--- config.mk ---
export PLATFORM = sky130hd
export DESIGN_NAME = calc_bin2bcd_flat
export DESIGN_NICKNAME = d
export VERILOG_FILES = /design/src/rtl/calc_bin2bcd_if.sv /design/src/rtl/calc_bin2bcd.sv /design/src/flat_wrapper.sv
export SDC_FILE = /design/constraint.sdc
export NUM_CORES = 1
export LEC_CHECK = 0
export CAP_MARGIN = 20
export CORE_UTILIZATION = 30
export DETAILED_ROUTE_END_ITERATION = 16
export PLACE_DENSITY = 0.51
export SLEW_MARGIN = 20
export SYNTH_ARGS = -nofsm -noshare
export SYNTH_HDL_FRONTEND = slang
export SYNTH_SLANG_ARGS = --single-unit
--- constraint.sdc ---
create_clock -name clk -period 3.05 [get_ports clk]
set_input_delay 0.4575 -clock clk [delete_from_list [all_inputs] [get_ports clk]]
set_output_delay 0.4575 -clock clk [all_outputs]
set_load 0.01 [all_outputs]
--- src/rtl/calc_bin2bcd_if.sv ---
// Handshake and data bundle between an arithmetic unit (master) and the
// calc_bin2bcd converter (slave).
interface calc_bin2bcd_if #(
  parameter int N = 8,
  parameter int D = 5
);
  logic             start;
  logic [2*N-1:0]   bin;
  logic             err;
  logic             busy;
  logic             done;
  logic [4*D-1:0]   bcd;
  logic             neg;
  logic             err_out;

  modport master (
    output start, bin, err,
    input  busy, done, bcd, neg, err_out
  );

  modport slave (
    input  start, bin, err,
    output busy, done, bcd, neg, err_out
  );
endinterface

--- src/rtl/calc_bin2bcd.sv ---
// Sequential double-dabble binary-to-BCD converter, one bit per clock.
// Optional macro CALC_BCD_NEG_EN: treat err as "two's-complement negative" and convert the magnitude.
module calc_bin2bcd #(
  parameter int N = 8,
  parameter int D = 5
) (
  input logic           clk,
  input logic           rst,
  calc_bin2bcd_if.slave bus
);
  localparam int W  = 2 * N;
  localparam int CW = $clog2(W + 1);

  typedef enum logic {IDLE, SHIFT} state_t;

  state_t          r_state, w_nextState;
  logic [W-1:0]    r_shift, w_mag;
  logic [4*D-1:0]  r_scratch, w_adj, w_shifted, r_bcd;
  logic [CW-1:0]   r_count;
  logic            r_done, r_errOut, r_errCap;
  logic            w_errShort, w_capture, w_errTake, w_shiftEn, w_last, w_busy;

`ifdef CALC_BCD_NEG_EN
  logic            r_neg, r_negCap;
  assign w_errShort = 1'b0;
  assign w_mag      = bus.err ? -bus.bin : bus.bin;
  assign bus.neg    = r_neg;
`else
  assign w_errShort = bus.err;
  assign w_mag      = bus.bin;
  assign bus.neg    = 1'b0;
`endif

  always_ff @(posedge clk) begin
    if (rst) r_state <= IDLE;
    else     r_state <= w_nextState;
  end

  always_comb begin
    w_nextState = r_state;
    case (r_state)
      IDLE:    if (bus.start && !w_errShort) w_nextState = SHIFT;
      SHIFT:   if (r_count == CW'(1))        w_nextState = IDLE;
      default: w_nextState = IDLE;
    endcase
  end

  always_comb begin
    w_busy    = 1'b0;
    w_shiftEn = 1'b0;
    w_last    = 1'b0;
    w_capture = 1'b0;
    w_errTake = 1'b0;
    case (r_state)
      IDLE: begin
        w_capture = bus.start && !w_errShort;
        w_errTake = bus.start && w_errShort;
      end
      SHIFT: begin
        w_busy    = 1'b1;
        w_shiftEn = 1'b1;
        w_last    = (r_count == CW'(1));
      end
      default: ;
    endcase
  end

  // Add-3 correction on every digit that would overflow past 9 after doubling
  always_comb begin
    w_adj = r_scratch;
    for (int i = 0; i < D; i++) begin
      if (r_scratch[4*i +: 4] >= 4'd5)
        w_adj[4*i +: 4] = r_scratch[4*i +: 4] + 4'd3;
    end
  end

  assign w_shifted = {w_adj[4*D-2:0], r_shift[W-1]};

  always_ff @(posedge clk) begin
    if (rst) begin
      r_shift   <= '0;
      r_scratch <= '0;
      r_count   <= '0;
      r_bcd     <= '0;
      r_done    <= 1'b0;
      r_errOut  <= 1'b0;
      r_errCap  <= 1'b0;
`ifdef CALC_BCD_NEG_EN
      r_neg     <= 1'b0;
      r_negCap  <= 1'b0;
`endif
    end else begin
      r_done <= 1'b0;
      if (w_capture) begin
        r_shift   <= w_mag;
        r_scratch <= '0;
        r_count   <= CW'(W);
        r_errCap  <= bus.err;
`ifdef CALC_BCD_NEG_EN
        r_negCap  <= bus.err;
`endif
      end else if (w_errTake) begin
        r_bcd    <= '1;
        r_errOut <= 1'b1;
        r_done   <= 1'b1;
      end else if (w_shiftEn) begin
        r_shift   <= r_shift << 1;
        r_scratch <= w_shifted;
        r_count   <= r_count - 1'b1;
        if (w_last) begin
          r_bcd    <= w_shifted;
          r_errOut <= r_errCap;
          r_done   <= 1'b1;
`ifdef CALC_BCD_NEG_EN
          r_neg    <= r_negCap;
`endif
        end
      end
    end
  end

  assign bus.busy    = w_busy;
  assign bus.done    = r_done;
  assign bus.bcd     = r_bcd;
  assign bus.err_out = r_errOut;
endmodule

--- src/flat_wrapper.sv ---
// flat-port wrapper written by rule: the top's interface ports become plain ports
module calc_bin2bcd_flat 
#(
  parameter int N = 8,
  parameter int D = 5
)
  (clk, rst, bus_start, bus_bin, bus_err, bus_busy, bus_done, bus_bcd, bus_neg, bus_err_out);
  calc_bin2bcd_if #(.N(N), .D(D)) bus_i ();
  input logic clk;
  input logic rst;
  input wire logic [$bits(bus_i.start)-1:0] bus_start;
  input wire logic [$bits(bus_i.bin)-1:0] bus_bin;
  input wire logic [$bits(bus_i.err)-1:0] bus_err;
  output wire logic [$bits(bus_i.busy)-1:0] bus_busy;
  output wire logic [$bits(bus_i.done)-1:0] bus_done;
  output wire logic [$bits(bus_i.bcd)-1:0] bus_bcd;
  output wire logic [$bits(bus_i.neg)-1:0] bus_neg;
  output wire logic [$bits(bus_i.err_out)-1:0] bus_err_out;
  assign bus_i.start = bus_start;
  assign bus_i.bin = bus_bin;
  assign bus_i.err = bus_err;
  assign bus_busy = bus_i.busy;
  assign bus_done = bus_i.done;
  assign bus_bcd = bus_i.bcd;
  assign bus_neg = bus_i.neg;
  assign bus_err_out = bus_i.err_out;
  calc_bin2bcd #(.N(N), .D(D)) u_core (.clk(clk), .rst(rst), .bus(bus_i));
endmodule
# Yosys cells after proc, flatten, opt, wreduce, memory -nomap -nowiden
# Cells that the tools add are included.
# totals
reg_bits	65
latchBits	0
ramBits	0
mem_bits_ro	0
output_inout_bits	24
word_cells	62
mem_count	0
# op_classes
add_sub_neg	6
n_mul	0
div_mod_pow	0
order_cmp	5
eq_ne	2
shifts	0
mux	27
bitwise	3
reduce_logical	10
# op_table
operator	n
$mux 20	3
$mux 16	3
$ge 4x3->1 const B	5
$add 4x2->4 const B	4
$mux 4	4
$mux 5	3
$mux 1	12
$reduce_bool 2->1	3
$eq 5x1->1 const B	1
$sub 5x1->5 const B	1
$reduce_and 2->1	2
$add 3x2->3 const B	1
$mux 3	1
$not 1->1	3
$reduce_and 3->1	1
$logic_and 1x1->1	2
$ne 2x1->1 const B	1
$pmux 1 s2	1
$reduce_or 2->1	1
$logic_not 1->1	1

# Depth between registers and ports, before layout
# Gate-level depths: netlist of the first run.
# logic_depth
ltp_word	5
ltp_mapped	8
depth_no_buf	6

# Worst setup path before layout of the first run
# OpenSTA, ideal clock, no wires.
# synth_path
path_type	register to register
start	reg u_core.r_scratch[9]
end	reg u_core.r_bcd[10], in the netlist u_core.bus.bcd[10]
arrival_ns	1.477
required_time_ns	2.969
slack_ns	1.492
stages_incl_launch_ff	7
path_buffers	0
synth_period_minus_slack_ns	1.558
path_cell_list	dfxtp_1 inv_1 ha_1 nand2b_1 a21oi_1 mux2_2 a211oi_2
# synth_between
elab_chain_len	5
elab_cells_between_ends	6
# synth_lines
item	line	source
start: declaration	calc_bin2bcd.sv:18	logic [4*D-1:0] r_scratch, w_adj, w_shifted, r_bcd;
start signal: assignment	calc_bin2bcd.sv:108	r_scratch <= w_shifted;
$add 4x2->4 / $ge 4x3->1 (equally long branches)	calc_bin2bcd.sv:73, calc_bin2bcd.sv:72	
$mux 4 (*)	calc_bin2bcd.sv:72	if (r_scratch[4*i +: 4] >= 4'd5)
$mux 20 (*)	calc_bin2bcd.sv:110	if (w_last) begin
$mux 20 (*)	calc_bin2bcd.sv:106	end else if (w_shiftEn) begin
$mux 20 (*)	calc_bin2bcd.sv:102	end else if (w_errTake) begin
end signal: assignment	calc_bin2bcd.sv:111	r_bcd <= w_shifted;
end: declaration	calc_bin2bcd.sv:18	
# Every way passes the cells marked *; elsewhere a longest branch is shown, timed or not. The select of a mux whose other input is x is not followed.
# A chain may end at the register's enable or synchronous reset.

# Final worst setup path of the first run
# layout_path
start	reg u_core.r_state
end	out bus_busy
# layout_between
elab_chain_len	1
# layout_lines
item	line	source
start: declaration	calc_bin2bcd.sv:16	state_t r_state, w_nextState;
start signal: assignment	calc_bin2bcd.sv:36	else r_state <= w_nextState;
$mux 1	calc_bin2bcd.sv:54	case (r_state)
end: declaration	flat_wrapper.sv:14	output wire logic [$bits(bus_i.busy)-1:0] bus_busy;
# Every way passes these cells.

==> results.yml, run 1 <==
run_status:
  outcome: "finished clean"
worst_hold_path:
  hold_path.class: "register to register"
  whs_endpoint: "u_core.r_shift[3]"
  min_path_cells: 2
  hp-start: "u_core.r_shift[3]"
cells_and_area:
  n_antenna_cell: 0
  stdcell_count: 522
  area_delta_synth_final_pct: 23.3
  nets: 416
  drive_gt1_share_pct: 12.9
power:
  peakVddDrop_mv: 0.256
  power_frac_seq_pct: 48.6
  pwr-share-clk_pct: 36.4
  leakagePower_nw: 1.28
  swShare_pct: 26.1
  p_per_area_mw_per_mm2: 509
  power_mw: 1.93
  switching_power_uw: 502
  pwr-share-comb_pct: 15.0
  internal_power_mw: 1.42
synth:
  ys_top_cells_by_count: "dfxtp_1, a21oi_1, nand2_1, nor3_1, nor2_1"
  synth_top_flop_cell: "dfxtp_1"
  async_flop_share_pct: 0
  syn_area_mm2: 0.00307
  synthDistinctLibCells: 40
  synth_top_area_share_pct: 42.4
  ys_warn_count: 0
  ys_seq_area_share_pct: 42.4
  synth_fp_nets: 380
  synth_top_cell_by_area: "dfxtp_1"
  synth_top_cells_by_area: "dfxtp_1, a211oi_2, a21oi_1"
  synth_edf_count: 0
  synthCells: 348
  ys_ff_latch: 65
  yosys.cell_count.top_type: "dfxtp_1"
  avgSynthCellArea_um2: 8.83
timing:
  setup_viol: 0
  finalSetupTns_ns: 0
  maxSlewViolCount: 0
  hold_viol: 0
  skew_ns: 0.0117
  worst_pin_slew_ns: 0.516
  rsz0062_at_grt: "no"
  final.min_clock_period_ns: 2.30
  slew_headroom_pct: 65.4
  fmax_ghz: 0.435
  fin_crit_sh_pct: 75.4
placement:
  dp_hpwl_mm: 4.61
  port_buffers: 42
  gp_congestion: 0.753
  dp_cells: 506
die:
  rows: 36
  io_pins: 44
  die_area_mm2: 0.0106
  die_w_um: 103
  start_util_pct: 31.1
  fp.dieH_um: 103
  coreArea_mm2: 0.00986
setup_path:
  worst-r2r-cell-count: 5
  crit_buf_inv: 2
  path_cells: "buf_4 > clkdlybuf4s50_1"
  reg2reg_setup_slack_ns: 1.02
  path_max_fanout: 26
  cp-start-kind: "register"
  max_stage_delay_ns: 0.60
  critical_path_arrival_ns: 1.84
  slowest_stage: "dfxtp_2"
  crit-reg2reg-launch: "u_core.r_state"
  critPathTopFamily: "buffers and inverters"
  critical_path_required_ns: 2.59
  reg2reg_to: "u_core.r_scratch[9]"
  endpoint_kind: "output port"
  critPathKind: "register to output port"
global_route:
  gr-total-overflow: 0
  grt_antenna_before_repair: 0
  grt_pass1_vias: 2327
  grt.total_usage_pct: 13.6
  grt_pass1_wl_mm: 11.1
  grt_max_degree: 27
routing:
  routedWlPerCell_um: 13.0
  wl_met1_mm: 3.33
  drc: 0
  viasPerCell: 4.86
  drt_iter0_markers: 66
  dr.pass1.iters: 4
  antenna_left: 0
  highest_layer: "met4"
  route.met3.wl_um: 138
  dr_wl_met2_mm: 3.27
  via_count: 2535
  drt-total-wl_mm: 6.79
clocking:
  cts_tree: "done"
  cts.sinks: 65
  cts_resized: 0
  clockBufferDepth: 2
  hold_buffers: 0
  cts_max_level: 3
  cts_buffers: 9
  root_buffer: "clkbuf_8"
  postCtsSetupBuffers: 0
  clk_pin_slew_ns: 0.07
  clk_latency_ns: 0.34
flow_run:
  drv_cap: 0
-- through the flow --
step                util, %  cell area [um2]  hold WS (ns)  worst slack (ns)
global placement       36.4             3590         0.444             0.950
finish                 38.4             3790         0.457             0.751
detailed placement     36.4             3590         0.450             0.848
CTS                    38.4             3790         0.459             0.727
global route           38.4             3790         0.479             0.654
floorplan                 -             3070         0.431              1.49
-- routing by layer --
metal  vias to the layer above  global-route usage (%)
met5                         -                       0
met4                         0                    4.88
met3                         7                    3.70
met2                        32                    22.3
met1                      1191                    17.2
li1                       1305                       -
-- power by group through the flow --
stage	registers [mW]	clock network, mW	logic (mW)
after floorplan	0.955	0	0.175
after global placement	0.955	0	0.287
after detailed placement	0.955	0	0.291
after CTS	0.937	0.733	0.293
after global routing	0.942	0.765	0.321
final	0.936	0.702	0.289
-- worst max-delay path by stage --
stage	start	end	slack [ns]	cells after the start
6_report	u_core.r_state	bus_busy	0.75	2
5_1_grt	u_core.r_state	bus_busy	0.65	2
4_1_cts	u_core.r_state	bus_busy	0.73	2
3_3_place_gp	bus_start	u_core.r_scratch[5]	0.95	5
3_5_place_dp	bus_start	u_core.r_scratch[9]	0.85	5
2_1_floorplan	u_core.r_scratch[9]	u_core.bus.bcd[10]	1.49	6
-- registers in the layout, indices dropped and copies added (netlist names) --
register,count
u_core.r_count,5
u_core.bus.done,1
u_core.bus.bcd,20
u_core.r_shift,16
u_core.r_state,1
u_core.bus.err_out,1
u_core.r_errCap,1
u_core.r_scratch,20
-- final cells by class --
class | count | area, um2
Fill cell | 1012 | 6080
Multi-Input combinational cell | 242 | 1580
Sequential cell | 65 | 1300
Timing Repair Buffer | 50 | 488
Clock buffer | 14 | 183
Tap cell | 133 | 166
Inverter | 16 | 60.1
Clock inverter | 2 | 10.0
-- logic make-up after synthesis --
group | after synthesis | synth area share, %
flip-flops | 65 | 42.4
AND/OR/NAND/NOR | 112 | 18.1
multiplexers | 5 | 1.67
XOR/XNOR | 8 | 2.28
adder cells (fa/ha/maj) | 12 | 4.89
buffers and inverters | 41 | 6.48
other | 1 | 0.122
AO/OA/AOI/OAI | 104 | 24.1
-- tightest hold or removal path: stages (launching register included) --
cell and delay [ns]:
dfxtp_1 0.31, nand2_1 0.05, a21oi_1 0.05
-- cell usage in the layout (no fill, tap or decap), types with 12 or more instances in the layout --
cell | Yosys | routed
a211oi_2 | 16 | 16
a21oi_1 | 37 | 37
a22oi_1 | 15 | 15
clkbuf_8 | 0 | 13
clkdlybuf4s50_1 | 0 | 41
dfxtp_1 | 65 | 64
ha_1 | 12 | 12
inv_1 | 16 | 16
nand2_1 | 33 | 33
nor2_1 | 23 | 23
nor3_1 | 25 | 25
o21ai_0 | 20 | 20
Power figures use the tool's default switching activity.
==> run 2, diff against run 1 <==
--- a/config.mk
+++ b/config.mk
@@ -8,7 +8,7 @@
 export CAP_MARGIN = 20
 export CORE_UTILIZATION = 30
 export DETAILED_ROUTE_END_ITERATION = 16
-export PLACE_DENSITY = 0.51
+export PLACE_DENSITY = 0.53
 export SLEW_MARGIN = 20
 export SYNTH_ARGS = -nofsm -noshare
 export SYNTH_HDL_FRONTEND = slang
==> constraint.sdc (replaced) <==
create_clock -name clk -period 1.95 [get_ports clk]
set_input_delay 0.2925 -clock clk [delete_from_list [all_inputs] [get_ports clk]]
set_output_delay 0.2925 -clock clk [all_outputs]
set_load 0.01 [all_outputs]
==> run 2 against run 1 <==
- combinational power up 59%
- count of clock-buffer cells in the layout down 1
- cell count unchanged
- highest routed layer unchanged
- sequential cell count unchanged
- non-clock buffer count unchanged
==> results.yml, run 2 (synthesized netlist as in run 1, its figures left out) <==
setup_path:
  path_max_fanout: 18
  critPathKind: "register to output port"
  critical_path_arrival_ns: 1.56
  cp-start-kind: "register"
  critical_path_required_ns: 1.66
  endpoint_kind: "output port"
timing:
  final.min_clock_period_ns: 1.85
  slew_headroom_pct: 31.3
  setup_viol: 0
  fmax_ghz: 0.541
  maxSlewViolCount: 0
  hold_viol: 0
  rsz0062_at_grt: "no"
  holdWs_ns: 0.286
  worst_pin_slew_ns: 1.03
  skew_ns: 0.00951
  fin_crit_sh_pct: 94.9
  setup_ws_ns: 0.100
routing:
  drt-total-wl_mm: 6.77
  via_count: 2503
  antenna_left: 0
  viasPerCell: 4.80
  drc: 0
  dr.pass1.iters: 4
  drt_iter0_markers: 113
  routedWlPerCell_um: 13.0
power:
  pwr-share-clk_pct: 36.6
  switching_power_uw: 777
  internal_power_mw: 2.26
  p_per_area_mw_per_mm2: 798
  swShare_pct: 25.6
  power_frac_seq_pct: 48.2
  pwr-share-comb_pct: 15.1
  peakVddDrop_mv: 0.437
  leakagePower_nw: 1.28
clocking:
  cts.sinks: 65
  clk_latency_ns: 0.34
  clockBufferDepth: 2
  cts_tree: "done"
  cts_max_level: 3
  root_buffer: "clkbuf_8"
  cts_buffers: 9
  postCtsSetupBuffers: 0
  clk_pin_slew_ns: 0.06
flow_run:
  drv_cap: 0
cells_and_area:
  nets: 416
  n_antenna_cell: 0
  final_common_cell: "dfxtp_1"
  drive_gt1_share_pct: 12.3
  layout_common_cells: "dfxtp_1, clkdlybuf4s50_1, a21oi_1"
  area_delta_synth_final_pct: 23.8
global_route:
  grt_pass1_vias: 2266
  grt_pass1_wl_mm: 11.2
  grt_antenna_before_repair: 0
  grt_max_degree: 36
  grt.total_usage_pct: 13.7
  gr-total-overflow: 0
die:
  io_pins: 44
  fp.dieH_um: 103
  rows: 36
  die_w_um: 103
  coreArea_mm2: 0.00986
  die_area_mm2: 0.0106
  start_util_pct: 31.1
worst_hold_path:
  hold_path.class: "input port to register"
placement:
  port_buffers: 42
  post-place-ws_ns: -0.0840
  gp_congestion: 0.754
  dp_hpwl_mm: 4.43
run_status:
  outcome: "finished clean"
## run 2: critical path, cell delays in order (launching register included)
cell,delay [ns]
dfxtp_4,0.46
buf_6,0.21
clkdlybuf4s50_1,0.55
## run 2: repair_timing
action                                  CTS  global route
hold buffers                              0             0
resized for setup                         1             1
endpoints found under the setup margin    1             1
## run 2: power groups by stage
stage               sequential [mW]  clock (mW)  combinational [mW]
global placement               1.49           0               0.457
finish                         1.46        1.11               0.459
detailed placement             1.49           0               0.462
CTS                            1.46        1.15               0.464
global route                   1.47        1.20               0.517
floorplan                      1.49           0               0.274
## run 2: layout make-up
class                      instances  area, um2
clock buffer                      13        149
clock inverter                     3       40.0
fill                             997       6060
inverter                          16       60.1
multi-input combinational        242       1580
sequential                        65       1310
tap                              133        166
timing repair buffer              50        504
## run 2: final timing paths
check	to	start	cells after the start	slack (ns)
max	bus_busy	u_core.r_state	2	0.10
min reg2reg	u_core.r_shift[8]	u_core.r_shift[8]	2	0.46
min	u_core.bus.bcd[9]	rst	2	0.29
max reg2reg	u_core.r_shift[4]	u_core.r_state	4	0.18
## run 2: per-stage QoR
step	utilization, %	TNS [ns]	instances	power, mW	cell area [um2]
after floorplan	-	0	348	1.77	3070
after global placement	36.6	-0.0423	506	1.95	3610
after detailed placement	36.6	-1.13	506	1.95	3610
after CTS	38.5	0	522	3.08	3800
after global routing	38.5	0	522	3.19	3800
final	38.5	0	522	3.03	3800
## run 2: per-layer routing
layer	up-vias	part of all wire (%)	GRT usage [%]
met5	-	0	0
met4	0	1.1	4.88
met3	5	2.8	3.63
met2	37	47	21.6
met1	1148	49	18.1
li1	1313	-	-
==> run 3, diff against run 2 <==
--- a/config.mk
+++ b/config.mk
@@ -6,9 +6,9 @@
 export NUM_CORES = 1
 export LEC_CHECK = 0
 export CAP_MARGIN = 20
-export CORE_UTILIZATION = 30
+export CORE_UTILIZATION = 45
 export DETAILED_ROUTE_END_ITERATION = 16
-export PLACE_DENSITY = 0.53
+export PLACE_DENSITY = 0.73
 export SLEW_MARGIN = 20
 export SYNTH_ARGS = -nofsm -noshare
 export SYNTH_HDL_FRONTEND = slang
==> run 3 against run 2 <==
- sequential cell count is the same
- cell area up 0.23%
- register-to-register slack is essentially flat
- first-iteration DRC count is 14% lower
- sequential power about the same
- clock power up 38%
- fmax up 3.7%
- power up 14%
- combinational power grew 2%
- die area decreased by 33%
- critical path type is now register to register
- largest power group is now clock
==> results.yml, run 3 (synthesized netlist as in run 1, its figures left out) <==
cells_and_area:
  area_delta_synth_final_pct: 24.1
  layout_common_cells: "dfxtp_1, clkdlybuf4s50_1, a21oi_1"
  nets: 417
  n_fill_cell: 578
  drive_gt1_share_pct: 13.3
  stdcell_count: 467
  n_antenna_cell: 0
  final_common_cell: "dfxtp_1"
routing:
  routedWlPerCell_um: 14.2
  drt-total-wl_mm: 6.61
  viasPerCell: 5.56
  drt_iter0_markers: 97
  drc: 0
  antenna_left: 0
  dr.pass1.iters: 13
  via_count: 2595
power:
  p_per_area_mw_per_mm2: 905
  peakVddDrop_mv: 0.575
  leakagePower_nw: 1.31
clocking:
  cts_resized: 0
  cts_max_level: 3
  clk_latency_ns: 0.35
  root_buffer: "clkbuf_8"
  cts.sinks: 65
  clockBufferDepth: 2
  postCtsSetupBuffers: 0
  cts_buffers: 9
  clk_pin_slew_ns: 0.07
  hold_buffers: 0
  cts_tree: "done"
setup_path:
  critPathTopFamily: "simple AND/OR/NAND/NOR gates"
  critPathKind: "register to register"
  path_cells: "ha_1 > nor4b_2 > and2_2 > buf_12 > nor3_1 > a311oi_1"
  critical_path_arrival_ns: 2.02
  cp-start-kind: "register"
  reg2reg_setup_slack_ns: 0.17
  path_max_fanout: 41
  slowest_stage: "dfxtp_1"
  crit_buf_inv: 1
  endpoint_kind: "register"
  critical_path_required_ns: 2.19
  max_stage_delay_ns: 0.40
die:
  die_area_mm2: 0.00716
  coreArea_mm2: 0.00646
  rows: 29
  fp.dieH_um: 84.6
  die_w_um: 84.6
  io_pins: 44
  start_util_pct: 47.6
placement:
  gp_congestion: 0.805
  dp_hpwl_mm: 4.23
  port_buffers: 42
  dp_cells: 451
timing:
  maxSlewViolCount: 0
  setup_viol: 0
  fmax_ghz: 0.561
  hold_viol: 0
  final.min_clock_period_ns: 1.78
  fin_crit_sh_pct: 91.5
  rsz0062_at_grt: "no"
  finalSetupTns_ns: 0
  skew_ns: 0.00717
flow_run:
  drv_cap: 0
worst_hold_path:
  hold_path.class: "input port to register"
global_route:
  grt_pass1_vias: 2440
  grt_pass1_wl_mm: 11.1
  grt_antenna_before_repair: 0
  grtUsageMet1_pct: 24.7
  top_usage_layer: "met2"
  gr-total-overflow: 0
  grt_use_met2_pct: 32.0
  grt_max_degree: 42
  grt.total_usage_pct: 19.8
  grt_use_met3_pct: 4.42
run_status:
  outcome: "finished clean"
## run 3: cell count changes in the layout (fill, tap and decap cells not counted), moves of 2 or more
cell | before | now
buf_4 | 5 | 7
bufinv_16 | 1 | 4
clkbuf_1 | 3 | 0
clkinv_2 | 2 | 0
clkinvlp_4 | 0 | 3
## run 3: area by class of cell
| class | count | area, um2 | area share, % |
|---|---|---|---|
| multi-input cells | 242 | 1580 | 41.4 |
| well taps | 77 | 96.3 | 2.53 |
| clock buffers | 9 | 124 | 3.25 |
| flip-flops and latches | 65 | 1300 | 34.2 |
| clock inverters | 7 | 143 | 3.74 |
| inverters | 16 | 60.1 | 1.58 |
| repair buffers | 51 | 508 | 13.3 |
## run 3: per-stage QoR
| step | setup slack, ns | power [mW] | area (um2) | utilization, % | hold WS [ns] |
|---|---|---|---|---|---|
| floorplan | 0.392 | 1.77 | 3070 | - | 0.431 |
| global placement | 0.176 | 1.94 | 3540 | 54.9 | 0.444 |
| detailed placement | 0.115 | 1.95 | 3540 | 54.9 | 0.450 |
| CTS | 0.109 | 3.48 | 3810 | 59.0 | 0.387 |
| global route | 0.0273 | 3.60 | 3810 | 59.0 | 0.413 |
| finish | 0.167 | 3.45 | 3810 | 59.0 | 0.401 |
## run 3: report_power, final
part	switching, mW	internal, mW	leakage (nW)	total (mW)
combinational	0.234	0.232	0.654	0.466
clock	0.547	0.978	0.122	1.53
sequential	0.0548	1.40	0.532	1.46
total	0.836	2.61	1.31	3.45
## run 3: worst reg2reg max path: cells and delay by family, from the launching register on
family | cells | cell delay, ns
flops | 1 | 0.40
compound gates | 1 | 0.28
buf+inv | 1 | 0.22
simple gates | 3 | 0.61
fa+ha+maj | 1 | 0.16
## run 3: metal layers
metal  vias to the layer above  wire length [um]
met5                         -                 0
met1                      1220              3040
met4                         0               135
met2                        59              3190
met3                        12               244
li1                       1304                 -
## run 3: path summary, 6_finish.rpt
| kind | from | endpoint | cells after the start |
|---|---|---|---|
| worst max-delay path | u_core.r_count[0] | u_core.bus.bcd[7] | 6 |
| worst min-delay path | rst | u_core.bus.bcd[10] | 3 |
| worst max register to register | u_core.r_count[0] | u_core.bus.bcd[7] | 6 |
| worst min register to register | u_core.r_shift[4] | u_core.r_shift[4] | 2 |
